### src/rtl/ol_walker.sv
// Object-list walker: fetches list words from VRAM, follows links and emits one
// parser job per strip or per array primitive, waiting for poly_drawn between jobs.
module ol_walker #(
  parameter int MAX_ENTRIES = 4096
) (
  input  logic        clock_i,
  input  logic        reset_i,
  input  logic        start_i,
  input  logic [23:0] ol_base_i,
  input  logic [23:0] param_base_i,
  output logic        vram_rd_o,
  output logic [23:0] vram_addr_o,
  input  logic [31:0] vram_din_i,
  input  logic        vram_ack_i,
  output logic [31:0] opb_word_o,
  output logic [23:0] poly_addr_o,
  output logic        render_poly_o,
  input  logic        poly_drawn_i,
  output logic        busy_o,
  output logic        list_done_o,
  output logic        list_err_o
);

  localparam int CW = $clog2(MAX_ENTRIES + 2);
  localparam logic [CW-1:0] MAX_CNT = CW'(MAX_ENTRIES);

  typedef enum logic [2:0] {
    S_IDLE, S_FETCH, S_DECODE, S_ISSUE, S_WAIT, S_DONE
  } state_t;

  state_t        state_q, state_d;
  logic [23:0]   cur_q, cur_d;
  logic [23:0]   pbase_q, pbase_d;
  logic [23:0]   paddr_q, paddr_d;
  logic [23:0]   stride_q, stride_d;
  logic [31:0]   word_q, word_d;
  logic [3:0]    rem_q, rem_d;
  logic [CW-1:0] cnt_q, cnt_d;
  logic          err_q, err_d;

  logic        is_quad;
  logic [23:0] verts;
  logic [23:0] hdr_words;
  logic [23:0] stride_words;
  logic [23:0] entry_addr;

  // Array stride: header words plus one (3 + skip)-word block per vertex.
  assign is_quad      = (word_q[31:29] == 3'b101);
  assign verts        = is_quad ? 24'd4 : 24'd3;
  assign hdr_words    = word_q[24] ? 24'd5 : 24'd3;
  assign stride_words = hdr_words + verts * (24'd3 + {21'd0, word_q[23:21]});
  assign entry_addr   = pbase_q + {1'b0, word_q[20:0], 2'b00};

  assign vram_addr_o = cur_q;
  assign opb_word_o  = word_q;
  assign poly_addr_o = paddr_q;
  assign list_err_o  = err_q;

  always_comb begin
    state_d       = state_q;
    cur_d         = cur_q;
    pbase_d       = pbase_q;
    paddr_d       = paddr_q;
    stride_d      = stride_q;
    word_d        = word_q;
    rem_d         = rem_q;
    cnt_d         = cnt_q;
    err_d         = err_q;
    vram_rd_o     = 1'b0;
    render_poly_o = 1'b0;
    busy_o        = 1'b0;
    list_done_o   = 1'b0;

    unique case (state_q)
      S_IDLE: begin
        if (start_i) begin
          pbase_d = param_base_i;
          cur_d   = ol_base_i & 24'hFF_FFFC;
          err_d   = 1'b0;
          cnt_d   = '0;
          state_d = S_FETCH;
        end
      end
      S_FETCH: begin
        busy_o    = 1'b1;
        vram_rd_o = 1'b1;
        if (vram_ack_i) begin
          word_d  = vram_din_i;
          cnt_d   = cnt_q + CW'(1);
          state_d = S_DECODE;
        end
      end
      S_DECODE: begin
        busy_o = 1'b1;
        if (cnt_q > MAX_CNT) begin
          err_d   = 1'b1;
          state_d = S_DONE;
        end else if (!word_q[31]) begin
          // A strip with an empty mask carries no work; move straight on.
          if (word_q[30:25] == 6'd0) begin
            cur_d   = cur_q + 24'd4;
            state_d = S_FETCH;
          end else begin
            paddr_d = entry_addr;
            rem_d   = 4'd0;
            state_d = S_ISSUE;
          end
        end else begin
          unique case (word_q[30:29])
            2'b00, 2'b01: begin
              paddr_d  = entry_addr;
              rem_d    = word_q[28:25];
              stride_d = {stride_words[21:0], 2'b00};
              state_d  = S_ISSUE;
            end
            2'b11: begin
              if (word_q[28]) begin
                state_d = S_DONE;
              end else begin
                cur_d   = {word_q[23:2], 2'b00};
                state_d = S_FETCH;
              end
            end
            default: begin
              err_d   = 1'b1;
              state_d = S_DONE;
            end
          endcase
        end
      end
      S_ISSUE: begin
        busy_o        = 1'b1;
        render_poly_o = 1'b1;
        state_d       = S_WAIT;
      end
      S_WAIT: begin
        busy_o = 1'b1;
        if (poly_drawn_i) begin
          if (rem_q != 4'd0) begin
            rem_d   = rem_q - 4'd1;
            paddr_d = paddr_q + stride_q;
            state_d = S_ISSUE;
          end else begin
            cur_d   = cur_q + 24'd4;
            state_d = S_FETCH;
          end
        end
      end
      S_DONE: begin
        list_done_o = 1'b1;
        state_d     = S_IDLE;
      end
      default: state_d = S_IDLE;
    endcase
  end

  always_ff @(posedge clock_i or posedge reset_i) begin
    if (reset_i) begin
      state_q  <= S_IDLE;
      cur_q    <= '0;
      pbase_q  <= '0;
      paddr_q  <= '0;
      stride_q <= '0;
      word_q   <= '0;
      rem_q    <= '0;
      cnt_q    <= '0;
      err_q    <= 1'b0;
    end else begin
      state_q  <= state_d;
      cur_q    <= cur_d;
      pbase_q  <= pbase_d;
      paddr_q  <= paddr_d;
      stride_q <= stride_d;
      word_q   <= word_d;
      rem_q    <= rem_d;
      cnt_q    <= cnt_d;
      err_q    <= err_d;
    end
  end

endmodule
### config.mk
export PLATFORM = sky130hd
export DESIGN_NAME = ol_walker
export DESIGN_NICKNAME = d
export VERILOG_FILES = /design/src/rtl/ol_walker.sv
export SDC_FILE = /design/constraint.sdc
export NUM_CORES = 1
export LEC_CHECK = 0
export CORE_MARGIN = 2
export CORE_UTILIZATION = 45
export DETAILED_ROUTE_END_ITERATION = 10
export PLACE_DENSITY = 0.81
export SLEW_MARGIN = 20
export SYNTH_ARGS = -nofsm -noshare
export SYNTH_HDL_FRONTEND = slang
export SYNTH_SLANG_ARGS = --single-unit
### constraint.sdc
create_clock -name clock_i -period 5 [get_ports clock_i]
set_input_delay 1 -clock clock_i [delete_from_list [all_inputs] [get_ports clock_i]]
set_output_delay 1 -clock clock_i [all_outputs]
set_load 0.01 [all_outputs]
==> results.md <==
- Synth Area in Adders: 7.97%
- Worst path bufs/invs: 1
- TritonCTS Buffers: 17
- Global-route wire length before repair: 38.0 mm
- Asr flop ratio synth: 100%
- Initial drt markers: 577
- Worst-path cell chain: inv_1 > or3_1 > nor2_1 > a21oi_1 > ha_1 > fa_1 > ha_1 > a21o_1 > a21oi_1 > o21bai_1 > a21oi_1 > xnor2_1 > o21ai_0
- # resized after CTS: 0
- Worst-Skew Late Latency: 0.42 ns
- Clock slew at reported path FFs: 0.06 ns
- Max IR drop VDD: 0.402 mV
- Max-slew headroom: 28.6%
- Clock sinks: 131
- Crit. End Element: register
- Crit-path leading delay family: adder cells
- Synthesis-stage register bit count: 131
- Worst-Margin Slew: 1.07 ns
- Vias in the first global route: 7370
- Mapped Area: 8230 um2
- Overall Power: 8390 uW
- Routability congestion estimate: 0.894
- Critical Path RT: 5.28 ns
- Via count: 7463
- Largest net degree at the start of global routing: 79
- I/O pin cnt: 170
- Layout filler cell count: 1489
- Synth warnings: 0
- Synthesized area per cell: 9.35 um2
- Period utilization: 72.7%
- Crit-path max cell delay: 0.60 ns
- Htree depth: 4
- Syn Inst Count: 880
- Tmin final: 3.64 ns
- I/O Buffers: 165
- Commonest non-fill, non-tap cells in the layout: 165 x clkdlybuf4s50_1, 131 x dfrtp_1, 92 x o21ai_0, 74 x nor2_1, 67 x nand2_1
- GRT overflow: 0
- Library cells used by synthesis: 77
- Post-CTS Setup Inserts: 0
- Clk Tree Root Cell: clkbuf_16
- CORE AREA: 18000 um2
- DR vias/cell: 5.86
- Top_reg_cell synth: dfrtp_1
- Die Width: 139 um
- Clk_skew: 0.0102 ns
- Starting Density: 45.8%
- Final setup viols: 0
- Crit path kind: register to register
- Worst hold path class: register to register
- Post-synth EDFFs: 0
- Initial antenna violation count: 0
- Pre-antenna DRT Iters: 6
- WL/cell: 18.3 um
- Max_cap viols: 0
- Post-synthesis sequential area ratio: 39.8%
- Compound-gate portion of the synthesized area: 21.2%
- Critical Path Source Type: register
- Mux share of post-synthesis cell area: 7.74%
- Most Frequent Cell on Critical Path: a21oi_1
- Leak Pwr: 0.00444 uW
- Status: finished clean
- Final Max Slew Viols: 0
- Chip height: 139 um
- FMAX: 275 MHz
- Power Density: 783 nW/um2
- All-Layer GR Usage: 24.5%
- Post-synthesis xor/xnor area fraction: 3.19%
- Critical-path top delay cell: dfrtp_1
- Rows: 49
- Main combinational cell family by area after synthesis: compound AO/OA/AOI/OAI gates
- RSZ-0062 raised after global routing: false
- Nets: 1167
- Hold Vio Cnt, Final: 0
- DRC: 0
- Simple-gate share of the synthesized area: 16.2%
- Max FO, Critical Path: 11
- Detailed Route WL: 23.4 mm
- Die area: 19400 um2
- Critical Path AT: 3.92 ns
- Layout cells sized above 1: 11.3%
- Setup TNS: 0 ns
- Antenna Nets Post-Route: 0
- Post-CTS Hold Buffers: 0
- Hpwl dp: 17.0 mm
- Deepest clock path buffer count: 2
- Commonest non-fill, non-tap cell in the layout: clkdlybuf4s50_1
- Ant. Diodes: 0
- Syn-to-layout area delta: 30.3%
- CTS tree: built
stage by stage:
step	instances	util, %	setup WS (ns)	hold WS [ns]	instance area [um2]
after floorplan	881	-	0.502	0.453	8230
after global placement	1242	56.0	1.45	0.471	10100
after detailed placement	1242	56.0	1.38	0.483	10100
after CTS	1274	59.7	1.35	0.495	10700
after global routing	1274	59.7	1.11	0.525	10700
final	1274	59.7	1.36	0.493	10700
layer usage:
layer	GRT usage, %	vias up	wire length (um)
li1	-	3555	-
met1	32.2	3596	10200
met4	7.39	0	346
met5	0	-	0
met3	6.43	26	1800
met2	39.8	286	11000
worst min-delay path, stage by stage (launching register included):
cell	delay, ns
dfrtp_1	0.34
nand2_1	0.05
o21ai_0	0.06
power by group:
| group | total [uW] | internal (uW) | switching (uW) | leakage [uW] |
|---|---|---|---|---|
| combinational | 4850 | 2320 | 2530 | 0.00254 |
| sequential | 2170 | 1540 | 628 | 0.00159 |
| clock | 1370 | 896 | 474 | 0.000305 |
| total | 8390 | 4760 | 3630 | 0.00444 |
sequential cells by signal (all words and copies together), names as in the netlist:
| name | flops |
|---|---|
| list_err_o | 1 |
| poly_addr_o | 24 |
| state_q | 3 |
| rem_q | 4 |
| opb_word_o | 32 |
| stride_q | 8 |
| cnt_q | 13 |
| pbase_q | 24 |
| vram_addr_o | 22 |
logic make-up after synthesis:
| logic type | count (synthesis) |
|---|---|
| other | 1 |
| AND/OR/NAND/NOR | 262 |
| multiplexers | 57 |
| XOR/XNOR | 30 |
| buffers and inverters | 75 |
| adder cells (fa/ha/maj) | 50 |
| flip-flops | 131 |
| AO/OA/AOI/OAI | 274 |
synth_stat cells (all sizes together) (13+ instances only):
library cell,number,area share (%)
nand2,67,3.1
nor2,74,3.4
clkbuf,24,1.1
and3,14,1.1
a31oi,17,1.4
xor2,14,1.5
a21oi,58,3.5
mux2,53,7.3
nand3,18,1.2
xnor2,16,1.7
o21ai,95,5.8
a221oi,13,1.4
dfrtp,131,40
buf,19,1.3
ha,46,7.0
inv,32,1.5
nor3,25,1.9
path summary, 6_finish.rpt:
| check | startpoint | end | slack [ns] | cells past startpoint |
|---|---|---|---|---|
| max | opb_word_o[31]$_DFFE_PP0P_ | stride_q[8]$_DFFE_PP0P_ | 1.36 | 13 |
| max reg2reg | opb_word_o[31]$_DFFE_PP0P_ | stride_q[8]$_DFFE_PP0P_ | 1.36 | 13 |
| min | stride_q[2]$_DFFE_PP0P_ | stride_q[2]$_DFFE_PP0P_ | 0.49 | 2 |
| min reg2reg | stride_q[2]$_DFFE_PP0P_ | stride_q[2]$_DFFE_PP0P_ | 0.49 | 2 |
| min in group asynchronous | reset_i | vram_addr_o[5]$_DFFE_PP0P_ | 1.04 | 2 |
| max in group asynchronous | reset_i | cnt_q[12]$_DFFE_PP0P_ | 3.08 | 3 |
cell type report:
type                       instances  area (um2)  area share (%)
tap                              229         287            2.67
clock buffer                      19         443            4.13
inverter                          32         123            1.14
multi-input combinational        675        4640            43.3
clock inverter                    13         208            1.94
sequential                       131        3280            30.6
timing repair buffer             175        1740            16.2
(Power assumes the default switching activity.)
